## config.mk

```make
export PLATFORM = sky130hd
export DESIGN_NAME = freq_display_driver
export DESIGN_NICKNAME = d
export VERILOG_FILES = /design/src/rtl/freq_display_driver.sv
export SDC_FILE = /design/constraint.sdc
export NUM_CORES = 1
export LEC_CHECK = 0
export CORE_MARGIN = 8
export CORE_UTILIZATION = 30
export CTS_CLUSTER_SIZE = 8
export DETAILED_ROUTE_END_ITERATION = 10
export DONT_BUFFER_PORTS = 1
export PLACE_DENSITY_LB_ADDON = 0.15
export REMOVE_ABC_BUFFERS = 1
export SKIP_LAST_GASP = 1
export SLEW_MARGIN = 20
export SYNTH_ARGS = -nofsm -noshare
export SYNTH_HDL_FRONTEND = slang
export SYNTH_SLANG_ARGS = --single-unit
```

## constraint.sdc

```tcl
create_clock -name mclk -period 2.35 [get_ports mclk]
set_input_delay 0.5875 -clock mclk [delete_from_list [all_inputs] [get_ports mclk]]
set_output_delay 0.5875 -clock mclk [all_outputs]
set_load 0.02 [all_outputs]
```

## src/rtl/freq_display_driver.sv

```systemverilog
// -----------------------------------------------------------------------------
// freq_display_driver
//
// Takes the 16-bit binary frequency word from the counter stage and converts it
// to 5-digit BCD with a sequential shift-add-3 (double-dabble) engine. The
// result drives a 4-digit common-anode 7-segment display through time
// multiplexing, with leading-zero blanking. Readings above 9999 drop the least
// significant decimal digit and light the decimal point on the rightmost digit
// as a x10 indicator.
//
// Ports:
//   mclk      : system clock, all state on the rising edge
//   rst_n     : asynchronous active-low reset (release synchronous to mclk)
//   freq      : unsigned binary frequency, may change at any time
//   seg       : segment cathodes {g,f,e,d,c,b,a}, active low
//   dp        : decimal point cathode, active low
//   an        : digit anodes, active low, an[0] is the rightmost digit
//   bcd_out   : last completed conversion, [19:16] most significant nibble
//   conv_done : one-cycle pulse on the cycle bcd_out updates
// -----------------------------------------------------------------------------
module freq_display_driver #(
  parameter int unsigned SCAN_DIV = 50000
) (
  input  logic        mclk,
  input  logic        rst_n,
  input  logic [15:0] freq,
  output logic [6:0]  seg,
  output logic        dp,
  output logic [3:0]  an,
  output logic [19:0] bcd_out,
  output logic        conv_done
);

  localparam logic [15:0] SCAN_LAST = 16'(SCAN_DIV - 1);

  typedef enum logic [1:0] {IDLE, CONV, LOAD} state_e;

  state_e      state_q, state_d;
  logic [15:0] last_freq_q, last_freq_d;
  logic [15:0] bin_q, bin_d;
  logic [19:0] acc_q, acc_d;
  logic [4:0]  iter_q, iter_d;
  logic [19:0] bcd_out_q, bcd_out_d;
  logic        conv_done_q, conv_done_d;
  logic [15:0] scan_cnt_q, scan_cnt_d;
  logic [1:0]  digit_idx_q, digit_idx_d;
  logic [6:0]  seg_q, seg_d;
  logic        dp_q, dp_d;
  logic [3:0]  an_q, an_d;

  logic [19:0] acc_adj;
  logic [35:0] shifted;
  logic        x10;
  logic [15:0] disp;
  logic [3:0]  nib;
  logic        blank;

  function automatic logic [6:0] seg_decode(input logic [3:0] d);
    case (d)
      4'd0:    seg_decode = 7'h40;
      4'd1:    seg_decode = 7'h79;
      4'd2:    seg_decode = 7'h24;
      4'd3:    seg_decode = 7'h30;
      4'd4:    seg_decode = 7'h19;
      4'd5:    seg_decode = 7'h12;
      4'd6:    seg_decode = 7'h02;
      4'd7:    seg_decode = 7'h78;
      4'd8:    seg_decode = 7'h00;
      4'd9:    seg_decode = 7'h10;
      default: seg_decode = 7'h7F; // non-decimal nibbles cannot occur; show blank
    endcase
  endfunction

  // Add-3 correction: any nibble >= 5 would exceed 9 after the coming shift.
  always_comb begin
    acc_adj = acc_q;
    for (int i = 0; i < 5; i++) begin
      if (acc_q[4*i +: 4] >= 4'd5) acc_adj[4*i +: 4] = acc_q[4*i +: 4] + 4'd3;
    end
    shifted = {acc_adj, bin_q} << 1;
  end

  // Conversion FSM
  always_comb begin
    // NOTE: every signal gets a default first so no path leaves it unassigned,
    // which would otherwise infer a latch.
    state_d     = state_q;
    last_freq_d = last_freq_q;
    bin_d       = bin_q;
    acc_d       = acc_q;
    iter_d      = iter_q;
    bcd_out_d   = bcd_out_q;
    conv_done_d = 1'b0;
    case (state_q)
      IDLE: begin
        if (freq != last_freq_q) begin
          last_freq_d = freq;
          bin_d       = freq;
          acc_d       = '0;
          iter_d      = 5'd16;
          state_d     = CONV;
        end
      end
      CONV: begin
        acc_d  = shifted[35:16];
        bin_d  = shifted[15:0];
        iter_d = iter_q - 5'd1;
        if (iter_q == 5'd1) state_d = LOAD;
      end
      LOAD: begin
        bcd_out_d   = acc_q;
        conv_done_d = 1'b1;
        state_d     = IDLE;
      end
      default: state_d = IDLE;
    endcase
  end

  // Display scan and segment generation, always from the registered bcd_out.
  always_comb begin
    x10  = (bcd_out_q[19:16] != 4'd0);
    disp = x10 ? bcd_out_q[19:4] : bcd_out_q[15:0];
    nib  = disp[4*digit_idx_q +: 4];
    case (digit_idx_q)
      2'd3:    blank = (disp[15:12] == 4'd0);
      2'd2:    blank = (disp[15:8]  == 8'd0);
      2'd1:    blank = (disp[15:4]  == 12'd0);
      default: blank = 1'b0;   // rightmost digit is never blanked
    endcase
    seg_d = blank ? 7'h7F : seg_decode(nib);
    dp_d  = !(x10 && (digit_idx_q == 2'd0));
    an_d  = ~(4'b0001 << digit_idx_q);

    scan_cnt_d  = scan_cnt_q + 16'd1;
    digit_idx_d = digit_idx_q;
    if (scan_cnt_q == SCAN_LAST) begin
      scan_cnt_d  = '0;
      digit_idx_d = digit_idx_q + 2'd1;
    end
  end

  // NOTE: sequential state uses non-blocking assignments so every flop samples
  // the values from before the edge, independent of statement order.
  always_ff @(posedge mclk or negedge rst_n) begin
    if (!rst_n) begin
      state_q     <= IDLE;
      last_freq_q <= '0;
      bin_q       <= '0;
      acc_q       <= '0;
      iter_q      <= '0;
      bcd_out_q   <= '0;
      conv_done_q <= 1'b0;
      scan_cnt_q  <= '0;
      digit_idx_q <= '0;
      seg_q       <= 7'h7F;
      dp_q        <= 1'b1;
      an_q        <= 4'hF;
    end else begin
      state_q     <= state_d;
      last_freq_q <= last_freq_d;
      bin_q       <= bin_d;
      acc_q       <= acc_d;
      iter_q      <= iter_d;
      bcd_out_q   <= bcd_out_d;
      conv_done_q <= conv_done_d;
      scan_cnt_q  <= scan_cnt_d;
      digit_idx_q <= digit_idx_d;
      seg_q       <= seg_d;
      dp_q        <= dp_d;
      an_q        <= an_d;
    end
  end

  assign seg       = seg_q;
  assign dp        = dp_q;
  assign an        = an_q;
  assign bcd_out   = bcd_out_q;
  assign conv_done = conv_done_q;

endmodule

```

### Word level (Yosys, flattened, before mapping)

Memories as Yosys holds them, arrays and structs flattened.
Index checks and enable logic that the tools add are counted.

* flip-flop bits (word level): 110
* ROM bits: 112
* input port bits: 18
* logic and storage cells: 70
* memories kept: 1

* $add $sub $neg: 8
* magnitude comparators: 5
* eq/ne operators: 10
* shift operators: 2
* muxes and demuxes: 19
* bitwise gates (word level): 1
* reductions and logical operators: 12

Memories
* (no name shown): depth 16, bits a word 7, read ports 1, clocked after memory_dff 0, wr ports 0, RTL line 59 `case (d)`

Operator list (count)
* $mux 16: 3
* $pmux 20 s2: 1
* $pmux 16 s2: 1
* $ge 4x3->1 const B: 5
* $mux 20: 1
* $add 16x1->16 const B: 1
* $add 4x2->4 const B: 4
* $eq 16x16->1 const B: 1
* $mux 4: 4
* $ne 16x16->1: 1
* $shiftx 16x5->4: 1
* $logic_not 12->1: 1
* $pmux 5 s2: 1
* $logic_not 8->1: 1
* $mux 7: 1
* $eq 2x2->1 const B: 3
* $reduce_and 2->1: 3
* $eq 5x1->1 const B: 1
* $mux 5: 1
* $sub 5x1->5 const B: 1
* $eq 2x1->1 const B: 2
* $logic_not 2->1: 2
* $logic_not 4->1: 1
* $mux 2: 2
* other kinds (13): 14

### Depth between registers and ports, before layout

* depth after elaboration: 5
* mapped depth: 9
* depth with buffers taken out: 7

### Least setup slack after synthesis

Ideal clock, no wire load.

* kind: reg2reg
* start: reg bcd_out_q[16] (netlist: bcd_out[16])
* end: reg seg_q[4] (netlist: seg[4])
* data arrival time: 2.418 ns
* data required time: 2.256 ns
* path slack: -0.162 ns
* cell stages (with the launch flop): 10
* path buffers: 2
* period minus slack after synthesis: 2.512 ns
* cell sequence: dfrtp_1 buf_6 nor4_4 buf_6 mux4_2 a2bb2oi_1 inv_1 ha_1 and2_1 o311ai_2

* longest elaborated chain between the ends: 5
* elaborated cells between the ends (all ways): 9

RTL lines
* start, declared: RTL line 43 `logic [19:0] bcd_out_q, bcd_out_d;`
* start signal, assigned: RTL line 164 `bcd_out_q <= bcd_out_d;`
* $reduce_bool 4->1: RTL line 121 `x10 = (bcd_out_q[19:16] != 4'd0);`
* $mux 16 (*): RTL line 122 `disp = x10 ? bcd_out_q[19:4] : bcd_out_q[15:0];`
* $shiftx 16x5->4 (tied with other cells): RTL line 123 `nib = disp[4*digit_idx_q +: 4];`
* $mem_v2 16x7 or $pmux 1 s3 (tied branches)
* $mux 7 (*): RTL line 130 `seg_d = blank ? 7'h7F : seg_decode(nib);`
* named net seg_d[4]: RTL line 47 `logic [6:0] seg_q, seg_d;`
* end signal, assigned: RTL line 168 `seg_q <= seg_d;`
* end, declared: RTL line 47

The timed path passes the listed nets; every way through them passes the cells marked *.
A chain may end at the register's enable or synchronous reset.

### Worst setup path in the final report

Ends and elaborated chain as after synthesis.

==> flow_summary_export.csv <==
group,metric,value,unit
logic_synthesis,synth_top_area_share,44.9,%
timing,slew_headroom,65.8,%
worst_setup_path,crit_required,2.61,ns
die,initial_core_util,30.5,%
worst_setup_path,crit_path_max_incr_delay,0.56,ns
power_and_ir_drop,ir_drop,516,µV
logic_synthesis,synth_most_common_cell,"dfrtp_1",
run_status,outcome,"complete, but fails checks",
worst_setup_path,critical_path_arrival,2.54,ns
run_status,violations,"negative hold slack",
placement,io_buffers,0,
die,ios,51,
placement,place_inst,704,
timing,rsz0062_at_grt,"yes",
finish,design_area,6210,µm²
worst_setup_path,path_max_fanout,5,
logic_synthesis,yosysTopAreaCell,"dfrtp_1",
logic_synthesis,ys_top_cells_by_count,"dfrtp_1 (98), xor2_1 (31), nand2_1 (27), mux2_2 (26), inv_1 (24)",
die,placementRows,49,
power_and_ir_drop,power_frac_seq,45.6,%
die,die_h,151,µm
power_and_ir_drop,clockPowerShare,23.5,%
finish,multi_input_area,2530,µm²
placement,hpwl,8550,µm
logic_synthesis,synth_edf_count,0,
run,drv_cap,0,
cts,clk_latency,0.36,ns
placement,place_congestion,0.762,
logic_synthesis,synthTopCellsByArea,"dfrtp_1 (45%), dfstp_2 (5.8%), mux2_2 (5.4%), ha_1 (5.3%), xor2_1 (5.0%)",
drt,dr.pass1.iters,4,
finish,syn2layout_area_growth,13.7,%
drt,drc,0,
finish,final_cells,724,
cts,clock_path_buffers,2,
global_routing,grt-ovfl-total,0,
timing,min_period,2.28,ns
logic_synthesis,synth_compound_area_share,14.0,%
global_routing,grt_pass1_wl,20600,µm
power_and_ir_drop,power,6.94,mW
finish,nets,531,
timing,fin_crit_sh,96.8,%
worst_setup_path,critPathSlowestCell,"mux4_2",
cts,htree_levels,3,
power_and_ir_drop,comb_power_share,31.0,%
power_and_ir_drop,p_int,4.49,mW
power_and_ir_drop,power.density,1120,nW/µm²
worst_setup_path,start_kind,"register",
timing,final_max_slew_viol_count,0,
power_and_ir_drop,power_switching,2.45,mW
finish,antennaDiodeCount,0,
global_routing,grt_start_max_net_pins,111,
power_and_ir_drop,power_leakage,2.80,nW
cts,cts_made_buffers,9,
timing,holdWs,-0.0778,ns
logic_synthesis,synthSimpleGateAreaFrac,11.4,%
logic_synthesis,ys_ff_latch,110,
drt,wl,12500,µm
worst_setup_path,path_buf_inv,1,
worst_setup_path,crit_family,"multiplexers",
logic_synthesis,yosysWarnings,0,
drt,wl_per_cell,17.3,µm
logic_synthesis,syn_inst,474,
die,coreArea,17900,µm²
finish,nFillCells,1793,
die,die_w,151,µm
timing,skew,0.0140,ns
placement,postPlaceCellArea,5850,µm²
drt,via_per_inst,4.95,
logic_synthesis,synth_mux_area_share,8.33,%
drt,antenna_left,0,
global_routing,grt_pass1_vias,3661,
cts,cts_tree,"built",
logic_synthesis,async_reset_ff_share,100,%
timing,worstMarginPinSlew,0.513,ns
logic_synthesis,ys_seq_area_share,50.6,%
timing,setup_viol,0,
cts,cts.sinks,110,
drt,num_vias,3584,
worst_setup_path,path_class,"reg2reg",
logic_synthesis,netlist_area,5470,µm²
worst_setup_path,end_kind,"register",
global_routing,groute.usage.overall,11.5,%
die,die_area,22800,µm²
placement,pre_cts_ws,0.0252,ns
hold_path,hp-class,"in2async",
timing,fin_ws,0.0747,ns
logic_synthesis,postSynthAreaPerCell,11.5,µm²
timing,max_freq,439,MHz
cts,clkTransAtPathRegs,0.08,ns
timing,hold_viol,98,
logic_synthesis,yosys.area_share.xor_xnor,6.73,%
logic_synthesis,synthAdderAreaFrac,5.26,%
logic_synthesis,ys_types,50,
finish,layout-drive-gt1-share,19.2,%
worst_setup_path,cp_cell_sequence,"nor4_4 > buf_4 > mux2i_1 > mux4_2 > ha_2 > and2_1 > o311ai_2",
finish,seq_area,2770,µm²
cts,cts-root-buf,"clkbuf_16",
global_routing,antenna_found_initial,0,
logic_synthesis,synth_top_family_by_area,"compound AO/OA/AOI/OAI gates",
drt,drt-initial-drc-count,177,
logic_synthesis,synth_ff_type,"dfrtp_1",
power_and_ir_drop,swShare,35.3,%
-- final cells by class --
class,count,share of cell area (%)
multi-input combinational,317,40.6
tap,229,4.61
clock buffer,9,3.62
timing repair buffer,27,3.66
clock inverter,7,1.41
sequential,110,44.5
inverter,25,1.51
-- cells in the final DEF, fill, tap and decap left out, types with 15 or more instances in the layout --
master,Yosys,layout
a221o_1,15,15
and2_1,18,18
nand2_1,27,27
xor2_1,31,31
mux2_2,26,26
a22o_1,15,15
nor2_1,18,18
dfrtp_1,98,98
buf_4,1,25
o21ai_0,22,22
ha_1,23,21
inv_1,24,23
-- power by group through the flow --
stage | Combinational (mW) | Clock, mW | Sequential [mW]
after global placement | 2.09 | 0 | 3.19
after global routing | 2.43 | 1.79 | 3.25
after floorplan | 1.62 | 0 | 3.03
after CTS | 2.14 | 1.71 | 3.18
final | 2.15 | 1.63 | 3.16
after detailed placement | 2.12 | 0 | 3.21
-- flip-flops by register name (all words and copies together) (netlist names), 2 cells and up --
register     count
an               4
seg              7
acc_q           20
last_freq_q     16
bcd_out         20
digit_idx_q      2
bin_q           16
iter_q           5
state_q          2
scan_cnt_q      16
-- path summary, 6_finish.rpt --
| kind | from | end | slack (ns) | cells past startpoint |
|---|---|---|---|---|
| hold reg to reg | scan_cnt_q[0] | scan_cnt_q[0] | 0.49 | 1 |
| min in group mclk | freq[9] | last_freq_q[9] | 0.35 | 1 |
| hold / removal | rst_n | digit_idx_q[0] | -0.08 | 0 |
| setup reg to reg | bcd_out[16] | seg[4] | 0.07 | 7 |
| max in group asynchronous | rst_n | seg[4] | 2.25 | 0 |
| setup / recovery | bcd_out[16] | seg[4] | 0.07 | 7 |
-- logic make-up after synthesis --
logic type,count (synthesis)
mux,37
xor+xnor,42
flops,110
compound gates,99
simple gates,116
buf+inv,47
fa+ha+maj,23
-- per-stage QoR --
step	utilization, %	hold slack (ns)	setup TNS, ns
finish	34.7	-0.0778	0
global route	34.7	-0.111	-0.205
CTS	34.5	-0.108	0
detailed placement	32.7	0.298	0
global placement	32.7	0.297	0
floorplan	-	0.292	-19.19
-- what timing repair did --
| item | in CTS | in global routing |
|---|---|---|
| pin swaps | 1 | 5 |
| setup buffers | 2 | 2 |
| setup endpoints to repair | 1 | 6 |
| hold endpoints to repair | 98 | 98 |
| cloned | 0 | 0 |
| resized for setup | 1 | 3 |
-- metal layers --
| metal | part of all wire, % | global-route usage [%] | vias to the layer above |
|---|---|---|---|
| met3 | 5.9 | 4.36 | 4 |
| li1 | - | - | 1727 |
| met5 | 0 | 0 | - |
| met1 | 47 | 14.9 | 1795 |
| met2 | 46 | 17.7 | 58 |
| met4 | 0.53 | 3.07 | 0 |
No activity file was read; power rests on OpenSTA's default activity.
